===== src/rtl/smp_snoop_bus_arbiter.sv =====
// Snooping-bus arbiter for a two-core SMP: grants one cache controller at a time,
// broadcasts its bus op, then sequences snoop, optional flush and memory access.
module smp_snoop_bus_arbiter #(
    parameter int ADDR_W      = 16,
    parameter int MEM_TIMEOUT = 255
) (
    input  logic              clk,
    input  logic              rst,
    input  logic              req0,
    input  logic [1:0]        type0,
    input  logic [ADDR_W-1:0] addr0,
    input  logic              req1,
    input  logic [1:0]        type1,
    input  logic [ADDR_W-1:0] addr1,
    output logic              gnt0,
    output logic              gnt1,
    output logic [2:0]        bus_op,
    output logic [ADDR_W-1:0] bus_addr,
    input  logic              snoop_wb,
    input  logic              flush_done,
    output logic              mem_req,
    input  logic              mem_rdy,
    output logic              done0,
    output logic              done1,
    output logic              err
);

    localparam int CNT_W = (MEM_TIMEOUT < 2) ? 1 : $clog2(MEM_TIMEOUT);

    localparam logic [1:0] REQ_READ  = 2'd0;
    localparam logic [1:0] REQ_WRITE = 2'd1;
    localparam logic [1:0] REQ_INV   = 2'd2;
    localparam logic [1:0] REQ_RSVD  = 2'd3;

    typedef enum logic [2:0] {
        IDLE,
        SNOOP,
        WAIT_FLUSH,
        MEM,
        DONE
    } state_t;

    typedef enum logic [2:0] {
        NOOP         = 3'd0,
        READ_MISS_0  = 3'd1,
        READ_MISS_1  = 3'd2,
        WRITE_MISS_0 = 3'd3,
        WRITE_MISS_1 = 3'd4,
        INVALIDATE   = 3'd5
    } bus_op_t;

    state_t            state;
    logic              last_gnt;
    logic              owner;
    logic [1:0]        own_type;
    logic [CNT_W-1:0]  tcnt;

    logic              valid0;
    logic              valid1;
    logic              pick1;
    logic [1:0]        sel_type;

    // Reserved type 3 is treated as no request; ties go to the core not granted last.
    assign valid0   = req0 && (type0 != REQ_RSVD);
    assign valid1   = req1 && (type1 != REQ_RSVD);
    assign pick1    = valid1 && (!valid0 || !last_gnt);
    assign sel_type = pick1 ? type1 : type0;

    function automatic logic [2:0] map_op(input logic core, input logic [1:0] t);
        logic [2:0] op;
        op = NOOP;
        case (t)
            REQ_READ:  op = core ? READ_MISS_1  : READ_MISS_0;
            REQ_WRITE: op = core ? WRITE_MISS_1 : WRITE_MISS_0;
            REQ_INV:   op = INVALIDATE;
            default:   op = NOOP;
        endcase
        return op;
    endfunction

    always_ff @(posedge clk) begin
        if (rst) begin
            state    <= IDLE;
            gnt0     <= 1'b0;
            gnt1     <= 1'b0;
            bus_op   <= NOOP;
            bus_addr <= '0;
            mem_req  <= 1'b0;
            done0    <= 1'b0;
            done1    <= 1'b0;
            err      <= 1'b0;
            last_gnt <= 1'b1;
            owner    <= 1'b0;
            own_type <= REQ_READ;
            tcnt     <= '0;
        end else begin
            done0 <= 1'b0;
            done1 <= 1'b0;
            err   <= 1'b0;
            case (state)
                IDLE: begin
                    if (valid0 || valid1) begin
                        owner    <= pick1;
                        own_type <= sel_type;
                        last_gnt <= pick1;
                        gnt0     <= !pick1;
                        gnt1     <= pick1;
                        bus_op   <= map_op(pick1, sel_type);
                        bus_addr <= pick1 ? addr1 : addr0;
                        state    <= SNOOP;
                    end
                end
                SNOOP: begin
                    if (snoop_wb) begin
                        state <= WAIT_FLUSH;
                    end else if (own_type == REQ_INV) begin
                        state <= DONE;
                        done0 <= !owner;
                        done1 <= owner;
                    end else begin
                        state   <= MEM;
                        mem_req <= 1'b1;
                        tcnt    <= '0;
                    end
                end
                WAIT_FLUSH: begin
                    if (flush_done) begin
                        if (own_type == REQ_INV) begin
                            state <= DONE;
                            done0 <= !owner;
                            done1 <= owner;
                        end else begin
                            state   <= MEM;
                            mem_req <= 1'b1;
                            tcnt    <= '0;
                        end
                    end
                end
                MEM: begin
                    // A response arriving on the timeout cycle still counts as success.
                    if (mem_rdy) begin
                        state   <= DONE;
                        mem_req <= 1'b0;
                        done0   <= !owner;
                        done1   <= owner;
                    end else if (tcnt == CNT_W'(MEM_TIMEOUT - 1)) begin
                        state   <= DONE;
                        mem_req <= 1'b0;
                        done0   <= !owner;
                        done1   <= owner;
                        err     <= 1'b1;
                    end else begin
                        tcnt <= tcnt + 1'b1;
                    end
                end
                DONE: begin
                    state  <= IDLE;
                    gnt0   <= 1'b0;
                    gnt1   <= 1'b0;
                    bus_op <= NOOP;
                end
                default: begin
                    state <= IDLE;
                end
            endcase
        end
    end

endmodule

===== config.mk =====
export PLATFORM = sky130hd
export DESIGN_NAME = smp_snoop_bus_arbiter
export DESIGN_NICKNAME = d
export VERILOG_FILES = /design/src/rtl/smp_snoop_bus_arbiter.sv
export SDC_FILE = /design/constraint.sdc
export NUM_CORES = 1
export LEC_CHECK = 0
export CAP_MARGIN = 5
export CELL_PAD_IN_SITES_DETAIL_PLACEMENT = 1
export CELL_PAD_IN_SITES_GLOBAL_PLACEMENT = 2
export CORE_ASPECT_RATIO = 1.1
export CORE_MARGIN = 4
export CORE_UTILIZATION = 28
export DETAILED_ROUTE_END_ITERATION = 16
export GPL_TIMING_DRIVEN = 0
export MAX_ROUTING_LAYER = met4
export PLACE_DENSITY_LB_ADDON = 0.1
export SETUP_SLACK_MARGIN = 0.4
export SYNTH_ARGS = -nofsm -noshare
export SYNTH_HDL_FRONTEND = slang
export SYNTH_SLANG_ARGS = --single-unit

===== constraint.sdc =====
create_clock -name clk -period 3.2 [get_ports clk]
set_input_delay 0.32 -clock clk [delete_from_list [all_inputs] [get_ports clk]]
set_output_delay 0.32 -clock clk [all_outputs]
set_load 0.03 [all_outputs]

# == Yosys cells after proc, flatten, opt, wreduce, memory -nomap -nowiden ==
# Cells that the tools add are included.
# word_totals
input_bits,43
ff_bits,40
wordCells,93
# classes
n_eq_ne,16
bitwise_logic,1
n_addsub,1
reduce_logical,19
n_mux,43
# op_table
operator,count
$mux 8,5
$mux 3,8
$pmux 8 s3,1
$mux 1,18
$mux 16,1
$ne 2x2->1 const B,7
$pmux 3 s4,1
$pmux 1 s3,3
$pmux 3 s3,1
$add 8x1->8 const B,1
$eq 8x8->1 const B,1
$eq 3x2->1 const B,2
$pmux 3 s2,1
$reduce_and 5->1,1
$eq 2x2->1 const B,2
$logic_not 1->1,4
$mux 2,2
$pmux 1 s2,2
$reduce_and 2->1,2
$reduce_and 4->1,1
$eq 3x1->1 const B,1
$eq 3x3->1 const B,1
$logic_and 1x1->1,3
$logic_not 3->1,1
9 further kinds,10

# == Logic depth before layout (Yosys ltp) ==
# depth
word_depth,10
ltp_mapped,7
depth_no_buf,7

# == Least setup slack after synthesis ==
# No wires, ideal clock.
# synth_timing
path_type,register to register
from,register tcnt[0]
to,register tcnt[4]
n_path_buf,0
arrival_ns,1.558
path_slack_ns,1.526
path_stages_with_launch,8
cell_sequence,dfxtp_1 -> inv_1 -> ha_1 -> nand3_1 -> o21ai_2 -> a2111oi_4 -> a311oi_1 -> a41o_1
# synth_between
elab_chain_cells,4
elab_cells_between_ends,7
cone_classes,add/sub (1); eq/ne (2); mux (3); reduce/logical (1)
# synth_lines
item,line,text
"start, declared",56,logic [CNT_W-1:0] tcnt;
"start signal, assigned",153,tcnt <= tcnt + 1'b1;
$add 8x1->8,153,
$mux 8,146,end else if (tcnt == CNT_W'(MEM_TIMEOUT - 1)) begin
$mux 8,141,if (mem_rdy) begin
$pmux 8 s3,100,case (state)
# Parallel ways exist; a longest one is shown, timed or not. The select of a mux whose other input is x is not followed.
# A chain may end at the register's enable or synchronous reset.

# == Worst setup path in the final report ==
# Ends and elaborated chain as after synthesis.

==> reports/summary.json <==
{
  "setup_path": {
    "critical_path.startpoint": "tcnt[0]",
    "cp.arrival_ns": 2.12,
    "critical_path_required_ns": 3.39,
    "worstSetupStartpointType": "flip-flop",
    "timing.critical_path.fanout_max": 6,
    "cp-end-kind": "flip-flop",
    "crit_type": "reg2reg",
    "worst_r2r_startpoint": "tcnt[0]"
  },
  "yosys": {
    "number_of_instances_in_the_synthesized_netlist": 221,
    "synth_cell_type_count": 51,
    "synth_top_flop_cell": "sky130_fd_sc_hd__dfxtp_1",
    "syn_area_per_cell_sq_um": 9.126,
    "post_synthesis_instance_area_sq_um": 2017,
    "yosysWarningCount": 0,
    "ys_seq_elements": 40,
    "synth_async_sr_flop_share_pct": 0,
    "synth_sequential_area_ratio_pct": 39.70,
    "synth_enable_flop_cells": 0,
    "synthesis.nets": 266
  },
  "clocking": {
    "worst_skew_pair.late_latency_ns": 0.29,
    "tritoncts": "yes",
    "cts_htree_levels": 2,
    "cts.path.max_buffers": 2,
    "cts_hold_buffers": 0,
    "cts_made_buffers": 5,
    "cts-resized-gates": 0,
    "post-cts-setup-buffers": 0,
    "buffer_type_at_the_clock_tree_root": "sky130_fd_sc_hd__clkbuf_8",
    "clock-sinks": 40,
    "clk_transition_reported_paths_ns": 0.08
  },
  "sta": {
    "layout_min_cycle_time_ns": 1.925,
    "slew_headroom_pct": 60.69,
    "period_utilization_pct": 60.14,
    "measured_slew_at_the_worst_slew_check_pin_ns": 0.5835,
    "setup_violations": 0,
    "maxClockFrequency_mhz": 519.6,
    "setup_total_negative_slack_ns": 0,
    "rsz_0062_raised_after_global_routing": "no",
    "final-max-slew-violation-count": 0,
    "final_hold_viol_count": 0,
    "worst_clock_skew_ns": 0.006878
  },
  "power": {
    "power_per_unit_of_standard_cell_area_nw_per_um2": 753.9,
    "design_power_total_uw": 2183,
    "p_int_uw": 1320,
    "power.share.combinational_pct": 48.7,
    "p_leak_uw": 0.001124,
    "power.switching_uw": 862.6,
    "maximum_vdd_ir_drop_mv": 0.3687,
    "switching_share_pct": 39.52,
    "power.sequential.fraction_pct": 32.4,
    "power_frac_clock_pct": 18.9
  },
  "floorplanning": {
    "die_width_um": 88.92,
    "fp-row-count": 32,
    "initial_utilization_pct": 28.79,
    "fp.dieH_um": 97.02,
    "num_io_pins": 68,
    "core_region_area_sq_um": 7007,
    "die_area_sq_um": 8627
  },
  "finish": {
    "syn_to_final_growth_pct": 43.55,
    "fill_cells": 830,
    "final_net_count": 339,
    "insertedDiodeCount": 0,
    "share_of_final_layout_standard_cells_stronger_than_drive_strength_1_pct": 10.85
  },
  "routing": {
    "drtPass1Iterations": 5,
    "drt_iter0_markers": 56,
    "drt.antenna.violating_nets": 0,
    "number_of_remaining_drc_errors": 0,
    "detail_route.wirelength_mm": 5.601,
    "num_vias": 1851,
    "avgRoutedWirePerCell_um": 14.74,
    "drt-vias-per-instance": 4.871
  },
  "global_routing": {
    "grt_use_total_pct": 14.23,
    "grt_start_max_net_pins": 14,
    "grt_overflow": 0,
    "global_route_wire_length_before_repair_mm": 9.501,
    "antenna_found_initial": 0,
    "vias_in_the_first_global_route": 1928
  },
  "outcome": {
    "status": "finished clean"
  },
  "min_path": {
    "hp-class": "in2reg",
    "hold_path.startpoint": "rst"
  },
  "placed_design": {
    "dpl.hpwl_mm": 4.424,
    "gpl.final_weighted_congestion": 0.7650,
    "numPortBuffers": 66
  },
  "flow_run": {
    "timing.max_cap.violations": 0
  }
}
-- cell type report --
class	instances	area (sq um)	area share [%]
clock inverter	3	42.54	1.469
clock buffer	5	68.82	2.377
timing repair buffer	66	660.6	22.82
inverter	15	56.30	1.945
sequential	40	800.8	27.66
multi-input combinational	154	1056	36.47
buffer	12	103.9	3.587
tap	85	106.4	3.673
-- worst paths after layout --
kind	slack (ns)	endpoint	cells past startpoint
max	1.28	tcnt[4]	7
min	0.26	mem_req	2
max reg2reg	1.28	tcnt[4]	7
min reg2reg	0.44	done0	1
-- synthesized netlist by cell type, drive strengths merged (2+ instances only) --
cell | count | area share, %
o21a | 2 | 0.74
a21oi | 12 | 3.0
nand3b | 4 | 1.5
and2 | 3 | 0.93
buf | 7 | 3.0
clkbuf | 5 | 2.1
a21boi | 2 | 0.93
a21o | 3 | 1.1
mux2i | 11 | 5.5
a2111oi | 2 | 2.7
nor3 | 2 | 0.50
nor2 | 33 | 6.1
a22oi | 5 | 2.1
nor2b | 2 | 0.62
ha | 2 | 1.2
nand2 | 13 | 2.4
inv | 15 | 2.8
nand4 | 2 | 0.62
xnor2 | 2 | 0.87
a221o | 6 | 3.0
nand3 | 7 | 1.7
a211oi | 14 | 5.5
or2 | 4 | 1.2
dfxtp | 40 | 40
o21ai | 6 | 2.2
nand2b | 2 | 0.62
-- layer usage --
layer | part of all wire, % | global-route usage (%) | vias up | wire, um
met4 | 0.91 | 3.140 | 0 | 51
li1 | - | - | 930 | -
met2 | 50 | 23.20 | 38 | 2816
met5 | 0 | - | - | 0
met1 | 45 | 17.74 | 878 | 2496
met3 | 4.2 | 3.237 | 5 | 237
-- stage by stage --
step | util (%) | cell area [sq um] | worst slack [ns] | cells | hold slack [ns]
floorplan | - | 2017 | 1.526 | 221 | 0.4055
global placement | 39.73 | 2784 | 0.9848 | 372 | 0.4157
detailed placement | 39.73 | 2784 | 0.9545 | 372 | 0.4296
CTS | 41.32 | 2895 | 1.239 | 380 | 0.2585
global route | 41.32 | 2895 | 1.087 | 380 | 0.2608
finish | 41.32 | 2895 | 1.275 | 380 | 0.2623
-- state kept, by name, indices dropped and copies added (netlist names) --
signal    flops
gnt0          1
bus_addr     16
owner         1
bus_op        3
state         3
done1         1
done0         1
last_gnt      1
gnt1          1
mem_req       1
own_type      2
err           1
tcnt          8
-- critical path: stages (launching register included) --
cell and delay (ns):
sky130_fd_sc_hd__dfxtp_1 0.41, sky130_fd_sc_hd__inv_1 0.06, sky130_fd_sc_hd__ha_1 0.20, sky130_fd_sc_hd__nand3_1 0.12
sky130_fd_sc_hd__o21ai_2 0.15, sky130_fd_sc_hd__a2111oi_4 0.50, sky130_fd_sc_hd__a311oi_1 0.17, sky130_fd_sc_hd__a41o_1 0.22
-- kinds of logic (layout without fill, tap and decap cells) --
kind of cell / Yosys count / count (layout) / share of synthesized area (%)
AOI/OAI and AO/OA: 60 / 60 / 24.75
xor gates and xnor gates: 3 / 3 / 1.303
adders and majority gates: 2 / 2 / 1.240
buffers and inverters: 27 / 101 / 7.940
DFF: 40 / 40 / 39.70
muxes: 11 / 11 / 5.459
and+or+nand+nor: 78 / 78 / 19.60
-- cells in the final DEF, fill, tap and decap left out, types with 2 or more instances in the layout --
cell / instances
sky130_fd_sc_hd__nor3_1: 2
sky130_fd_sc_hd__inv_1: 15
sky130_fd_sc_hd__o21ai_0: 4
sky130_fd_sc_hd__nor2b_1: 2
sky130_fd_sc_hd__nand4_1: 2
sky130_fd_sc_hd__dfxtp_1: 40
sky130_fd_sc_hd__a22oi_1: 4
sky130_fd_sc_hd__nor2_1: 33
sky130_fd_sc_hd__buf_6: 3
sky130_fd_sc_hd__clkbuf_1: 2
sky130_fd_sc_hd__clkdlybuf4s50_1: 66
sky130_fd_sc_hd__mux2i_1: 11
sky130_fd_sc_hd__buf_4: 3
sky130_fd_sc_hd__clkbuf_8: 7
sky130_fd_sc_hd__nand3b_1: 4
sky130_fd_sc_hd__xnor2_1: 2
sky130_fd_sc_hd__a21o_1: 3
sky130_fd_sc_hd__and2_1: 3
sky130_fd_sc_hd__nand2b_1: 2
sky130_fd_sc_hd__a2111oi_4: 2
sky130_fd_sc_hd__o21a_1: 2
sky130_fd_sc_hd__a211oi_1: 13
sky130_fd_sc_hd__a21oi_1: 12
sky130_fd_sc_hd__a221o_1: 6
sky130_fd_sc_hd__nand3_1: 7
sky130_fd_sc_hd__ha_1: 2
sky130_fd_sc_hd__nand2_1: 13
sky130_fd_sc_hd__or2_2: 3
-- power groups by stage --
stage / combinational (uW) / sequential, uW / clock (uW)
floorplan: 530 / 886 / 0
global placement: 1070 / 717 / 0
detailed placement: 1080 / 718 / 0
CTS: 1080 / 709 / 431
global route: 1170 / 729 / 460
finish: 1060 / 707 / 412
Power figures use the tool's default switching activity.
